### src/rtl/alu_pkg.sv
// Shared ALU definitions: op codes, arbiter FSM states, op legality helper.
package alu_pkg;

    localparam int ALU_WIDTH  = 32;
    localparam int ALU_CTRL_W = 4;

    localparam logic [3:0] ALU_ADD    = 4'd0;
    localparam logic [3:0] ALU_SUB    = 4'd1;
    localparam logic [3:0] ALU_AND    = 4'd2;
    localparam logic [3:0] ALU_OR     = 4'd3;
    localparam logic [3:0] ALU_XOR    = 4'd4;
    localparam logic [3:0] ALU_SLT    = 4'd5;
    localparam logic [3:0] ALU_SLTU   = 4'd6;
    localparam logic [3:0] ALU_LUIA   = 4'd7;
    localparam logic [3:0] ALU_AUIPC  = 4'd8;
    localparam logic [3:0] ALU_LUI    = 4'd9;
    localparam logic [3:0] ALU_SLL    = 4'd10;
    localparam logic [3:0] ALU_SRA    = 4'd11;
    localparam logic [3:0] ALU_SRL    = 4'd12;
    localparam logic [3:0] ALU_OP_MAX = 4'd12;

    typedef enum logic [1:0] {
        ST_IDLE = 2'd0,
        ST_EXEC = 2'd1,
        ST_RESP = 2'd2
    } state_e;

    // Codes above the highest defined op are rejected without using the ALU
    function automatic logic op_illegal(input logic [3:0] ctrl, input logic [3:0] op_max);
        return ctrl > op_max;
    endfunction

endpackage

### src/rtl/rr_arb2.sv
// Two-way round-robin grant: a lone requester always wins, a tie goes to
// the requester that was not granted last.
module rr_arb2 (
    input  logic [1:0] valid_i,
    input  logic       last_grant_i,
    output logic [1:0] grant_o,
    output logic       grant_idx_o
);

    // Pick the winner index, then expand to a one-hot grant (zero when idle)
    always_comb begin
        grant_idx_o = 1'b0;
        grant_o     = 2'b00;
        if (&valid_i) begin
            grant_idx_o = ~last_grant_i;
        end else begin
            grant_idx_o = valid_i[1];
        end
        if (|valid_i) begin
            grant_o = grant_idx_o ? 2'b10 : 2'b01;
        end
    end

endmodule

### src/rtl/alu_arbiter.sv
// Shares one external ALU between two requesters. One op in flight at a
// time: IDLE (grant/capture) -> EXEC (ALU driven) -> RESP (hold result).
// Illegal op codes skip EXEC and answer with rsp_err.
module alu_arbiter
    import alu_pkg::*;
#(
    parameter int                WIDTH  = ALU_WIDTH,
    parameter int                CTRL_W = ALU_CTRL_W,
    parameter logic [CTRL_W-1:0] OP_MAX = CTRL_W'(ALU_OP_MAX)
) (
    input  logic                  clk,
    input  logic                  rst_n,
    input  logic [1:0]            req_valid,
    output logic [1:0]            req_ready,
    input  logic [2*WIDTH-1:0]    req_srca,
    input  logic [2*WIDTH-1:0]    req_srcb,
    input  logic [2*CTRL_W-1:0]   req_ctrl,
    output logic [1:0]            rsp_valid,
    input  logic [1:0]            rsp_ready,
    output logic [WIDTH-1:0]      rsp_result,
    output logic                  rsp_zero,
    output logic                  rsp_err,
    output logic [WIDTH-1:0]      alu_srca,
    output logic [WIDTH-1:0]      alu_srcb,
    output logic [CTRL_W-1:0]     alu_ctrl,
    input  logic [WIDTH-1:0]      alu_result,
    input  logic                  alu_zero
);

    state_e              state_q, state_d;
    logic                owner_q, owner_d;
    logic                last_q, last_d;
    logic [WIDTH-1:0]    srca_q, srca_d, srcb_q, srcb_d;
    logic [CTRL_W-1:0]   ctrl_q, ctrl_d;
    logic [WIDTH-1:0]    res_q, res_d;
    logic                zero_q, zero_d, err_q, err_d;

    logic [1:0]          gnt;
    logic                gnt_idx;
    logic [WIDTH-1:0]    sel_a, sel_b;
    logic [CTRL_W-1:0]   sel_c;

    rr_arb2 u_arb (
        .valid_i      (req_valid),
        .last_grant_i (last_q),
        .grant_o      (gnt),
        .grant_idx_o  (gnt_idx)
    );

    assign sel_a = gnt_idx ? req_srca[2*WIDTH-1:WIDTH]   : req_srca[WIDTH-1:0];
    assign sel_b = gnt_idx ? req_srcb[2*WIDTH-1:WIDTH]   : req_srcb[WIDTH-1:0];
    assign sel_c = gnt_idx ? req_ctrl[2*CTRL_W-1:CTRL_W] : req_ctrl[CTRL_W-1:0];

    // ALU inputs come straight from the capture registers, so they stay put
    // between ops instead of following the request buses.
    assign alu_srca   = srca_q;
    assign alu_srcb   = srcb_q;
    assign alu_ctrl   = ctrl_q;
    assign rsp_result = res_q;
    assign rsp_zero   = zero_q;
    assign rsp_err    = err_q;

    // FSM state register
    always_ff @(posedge clk or negedge rst_n) begin
        if (!rst_n) state_q <= ST_IDLE;
        else        state_q <= state_d;
    end

    // Capture, result and arbitration-history registers
    always_ff @(posedge clk or negedge rst_n) begin
        if (!rst_n) begin
            owner_q <= 1'b0;
            last_q  <= 1'b1;   // req 0 wins the first tie
            srca_q  <= '0;
            srcb_q  <= '0;
            ctrl_q  <= '0;
            res_q   <= '0;
            zero_q  <= 1'b0;
            err_q   <= 1'b0;
        end else begin
            owner_q <= owner_d;
            last_q  <= last_d;
            srca_q  <= srca_d;
            srcb_q  <= srcb_d;
            ctrl_q  <= ctrl_d;
            res_q   <= res_d;
            zero_q  <= zero_d;
            err_q   <= err_d;
        end
    end

    // Next state, captures and handshake outputs
    always_comb begin
        state_d   = state_q;
        owner_d   = owner_q;
        last_d    = last_q;
        srca_d    = srca_q;
        srcb_d    = srcb_q;
        ctrl_d    = ctrl_q;
        res_d     = res_q;
        zero_d    = zero_q;
        err_d     = err_q;
        req_ready = 2'b00;
        rsp_valid = 2'b00;
        case (state_q)
            ST_IDLE: begin
                req_ready = gnt;
                if (|gnt) begin
                    owner_d = gnt_idx;
                    last_d  = gnt_idx;
                    srca_d  = sel_a;
                    srcb_d  = sel_b;
                    ctrl_d  = sel_c;
                    if (sel_c > OP_MAX) begin
                        res_d   = '0;
                        zero_d  = 1'b0;
                        err_d   = 1'b1;
                        state_d = ST_RESP;
                    end else begin
                        state_d = ST_EXEC;
                    end
                end
            end
            ST_EXEC: begin
                res_d   = alu_result;
                zero_d  = alu_zero;
                err_d   = 1'b0;
                state_d = ST_RESP;
            end
            ST_RESP: begin
                rsp_valid[owner_q] = 1'b1;
                if (rsp_ready[owner_q]) state_d = ST_IDLE;
            end
            default: state_d = ST_IDLE;
        endcase
    end

endmodule

### config.mk
export PLATFORM = sky130hd
export DESIGN_NAME = alu_arbiter
export DESIGN_NICKNAME = d
export VERILOG_FILES = /design/src/rtl/alu_pkg.sv /design/src/rtl/rr_arb2.sv /design/src/rtl/alu_arbiter.sv
export SDC_FILE = /design/constraint.sdc
export NUM_CORES = 1
export LEC_CHECK = 0
export ABC_AREA = 0
export CAP_MARGIN = 20
export CORE_ASPECT_RATIO = 0.8
export CORE_MARGIN = 5
export CORE_UTILIZATION = 42
export DETAILED_ROUTE_END_ITERATION = 8
export PLACE_DENSITY_LB_ADDON = 0.2
export SLEW_MARGIN = 0
export SYNTH_ARGS = -nofsm -noshare
export SYNTH_HDL_FRONTEND = slang
export SYNTH_SLANG_ARGS = --single-unit
export TNS_END_PERCENT = 30
### constraint.sdc
create_clock -name clk -period 2.7 [get_ports clk]
set_input_delay 0.27 -clock clk [delete_from_list [all_inputs] [get_ports clk]]
set_output_delay 0.27 -clock clk [all_outputs]
set_load 0.01 [all_outputs]
==> flow_summary.yaml <==
placement:
  gp_congestion: 0.810
  port_buffers: 280
  hpwl_um: 13000
  place_inst: 881
  place_area_sq_um: 8060
detailed_routing:
  ant_nets: 0
  avgViaCountPerCell: 5.49
  drt_iter0_markers: 261
  vias: 4924
  first_pass_iters: 4
  wl_per_cell_um: 19.8
  wl_um: 17700
  drc: 0
power_and_ir_drop:
  leakagePower_nw: 3.54
  comb_power_share: 0.525
  clkPwrFrac: 0.146
  peakVddDrop_mv: 0.506
  p_total_mw: 8.81
  swShare: 0.369
  power_switching_mw: 3.25
  p_int_mw: 5.56
  seqPwrFrac: 0.329
  pwr_density_cell_nw_per_um2: 1050
global_route:
  track_usage: 0.238
  grt_pass1_wl_um: 27500
  grt_max_degree: 64
  grt-ovfl-total: 0
  antenna_found_initial: 0
  grt_pass1_vias: 5162
sta:
  period_share: 0.879
  relSlewSlack: 0.584
  fin_setup_tns_ps: 0
  final-hold-violation-count: 0
  worst_pin_slew_ps: 624
  min_period_ps: 2370
  skew_ps: 10.6
  slew_violations: 0
  setup_viol: 0
  fmax_mhz: 421
  rsz0062_at_grt: "no"
clocking:
  h-tree-depth: 3
  clock_sinks: 106
  cts_tree: "built"
  root_buffer: "clkbuf_16"
  numCtsBuffers: 9
  clk_pin_slew_ps: 70
  cts.path.max_buffers: 2
  clk_latency_ps: 340
  post_cts_buffers: 0
  cts_resized: 0
critical_path:
  cp.buffers_inverters: 2
  crit_path_max_incr_delay_ps: 590
  crit_arrival_ps: 2100
  crit_family: "buffers and inverters"
  criticalPathCategory: "reg2out"
  worstPathMaxFanout: 28
  path_cells: "buf_4 -> nor3b_1 -> clkdlybuf4s50_1"
  r2r_setup_slack_ps: 780
  setup.worst_path.end_class: "primary output"
  critPathRequiredTime_ps: 2430
  crit_path_start_kind: "flop"
  crit_slowest_cell: "dfrtp_1"
layout:
  fin_area_sq_um: 8350
  final_core_util: 0.692
  diodes: 0
  nNetsFinal: 916
  syn_to_final_growth_pct: 62.8
  fin_cells: 897
  fill_cells: 928
  drive_gt1_frac: 0.0899
logic_synthesis:
  synth-main-ff-cell: "dfrtp_1"
  synth_cell_types: 29
  yosysSeqAreaShare: 0.517
  synth_area_sq_um: 5130
  synthesis.nets: 657
  ys_warn_count: 0
  avgSynthCellArea_sq_um: 10.6
  ys_seq_elements: 106
  synth_cells: 482
  async_flop_share: 1.00
  synth_edf_count: 0
floorplan:
  start_util: 0.425
  die_x_um: 134
  num_rows: 36
  die_h_um: 109
  core_area_sq_um: 12100
  io_pins: 281
  die_area_sq_um: 14500
status:
  status: "finished, final reports clean"
job:
  maxCapViolations: 0
hold_path:
  hold_path.class: "in2async"
==> cells in the mapped netlist, types with 2 or more instances <==
cell,count,area (sq um)
buf_6,5,56.3
nor2_1,5,18.8
mux2i_1,37,370
a221o_1,31,310
and3_1,31,194
nand2_1,66,248
dfrtp_1,105,2630
clkbuf_1,27,101
o211ai_1,6,45.0
a21o_1,2,15.0
o21ai_0,97,485
buf_4,8,60.1
buf_2,7,35.0
nor3b_1,2,15.0
o211ai_2,29,363
o21ai_1,11,55.1
==> worst paths after layout <==
path	start	end	cells after the start
max	state_q[1]	rsp_valid[0]	3
min	rst_n	rsp_result[14]	2
max reg2reg	state_q[1]	alu_srca[6]	5
min reg2reg	alu_srcb[30]	alu_srcb[30]	2
max in group asynchronous	rst_n	rsp_result[13]	3
min in group clk	alu_result[19]	rsp_result[19]	3
==> metal layers <==
metal  GRT usage  up-vias  routed length [um]
met4      0.0771        0                 445
li1            -     2282                   -
met2       0.416      186                8990
met5           0        -                   0
met1       0.290     2422                7090
met3      0.0632       34                1220
==> per-stage QoR <==
| step | worst slack, ps | hold slack, ps |
|---|---|---|
| after floorplan | 1220 | -25.6 |
| after global placement | 408 | 305 |
| after detailed placement | 396 | 313 |
| after CTS | 307 | 482 |
| after global routing | 217 | 500 |
| final | 327 | 488 |
==> registers in the layout, summed over array words and instances (netlist names) <==
name,cells
last_q,1
rsp_zero,1
alu_ctrl,4
state_q,2
rsp_err,1
owner_q,1
rsp_result,32
alu_srcb,32
alu_srca,32
==> layout by cell type, fill, tap and decap left out, types with 2 or more instances in the layout <==
master             n
clkdlybuf4s50_1  279
dfrtp_1          105
o21ai_0           97
nand2_1           66
mux2i_1           37
and3_1            31
a221o_1           31
o211ai_2          29
buf_4             12
o21ai_1           10
clkbuf_16          9
o211ai_1           6
nor2_1             3
buf_12             3
nor3b_1            2
a21o_1             2
clkbuf_1           2
clkinvlp_4         2
==> cell families after synthesis <==
family	after synthesis	share of synthesized area
compound gates	179	0.253
simple gates	110	0.101
flops	106	0.517
buf+inv	48	0.0500
mux	39	0.0788
==> layout make-up <==
type	instances	area, sq um	area share
multi-input cells	328	2270	0.271
flip-flops and latches	106	2650	0.318
well taps	152	190	0.0228
clock inverters	4	53.8	0.00644
clock buffers	11	233	0.0279
repair buffers	295	2950	0.353
inverters	1	3.75	0.000449
==> timing repair <==
action	CTS	global route
setup endpoints to repair	0	0
hold buffers	1	0
endpoints found under the hold margin	42	0
==> power by group through the flow <==
stage / logic [mW] / clock network, mW / registers, mW
5_1_grt: 4.99 / 1.40 / 3.01
3_5_place_dp: 4.67 / 0 / 2.91
3_3_place_gp: 4.55 / 0 / 2.86
4_1_cts: 4.69 / 1.32 / 2.90
6_report: 4.62 / 1.29 / 2.90
2_1_floorplan: 1.94 / 0 / 3.17
No activity file was read; power rests on OpenSTA's default activity.
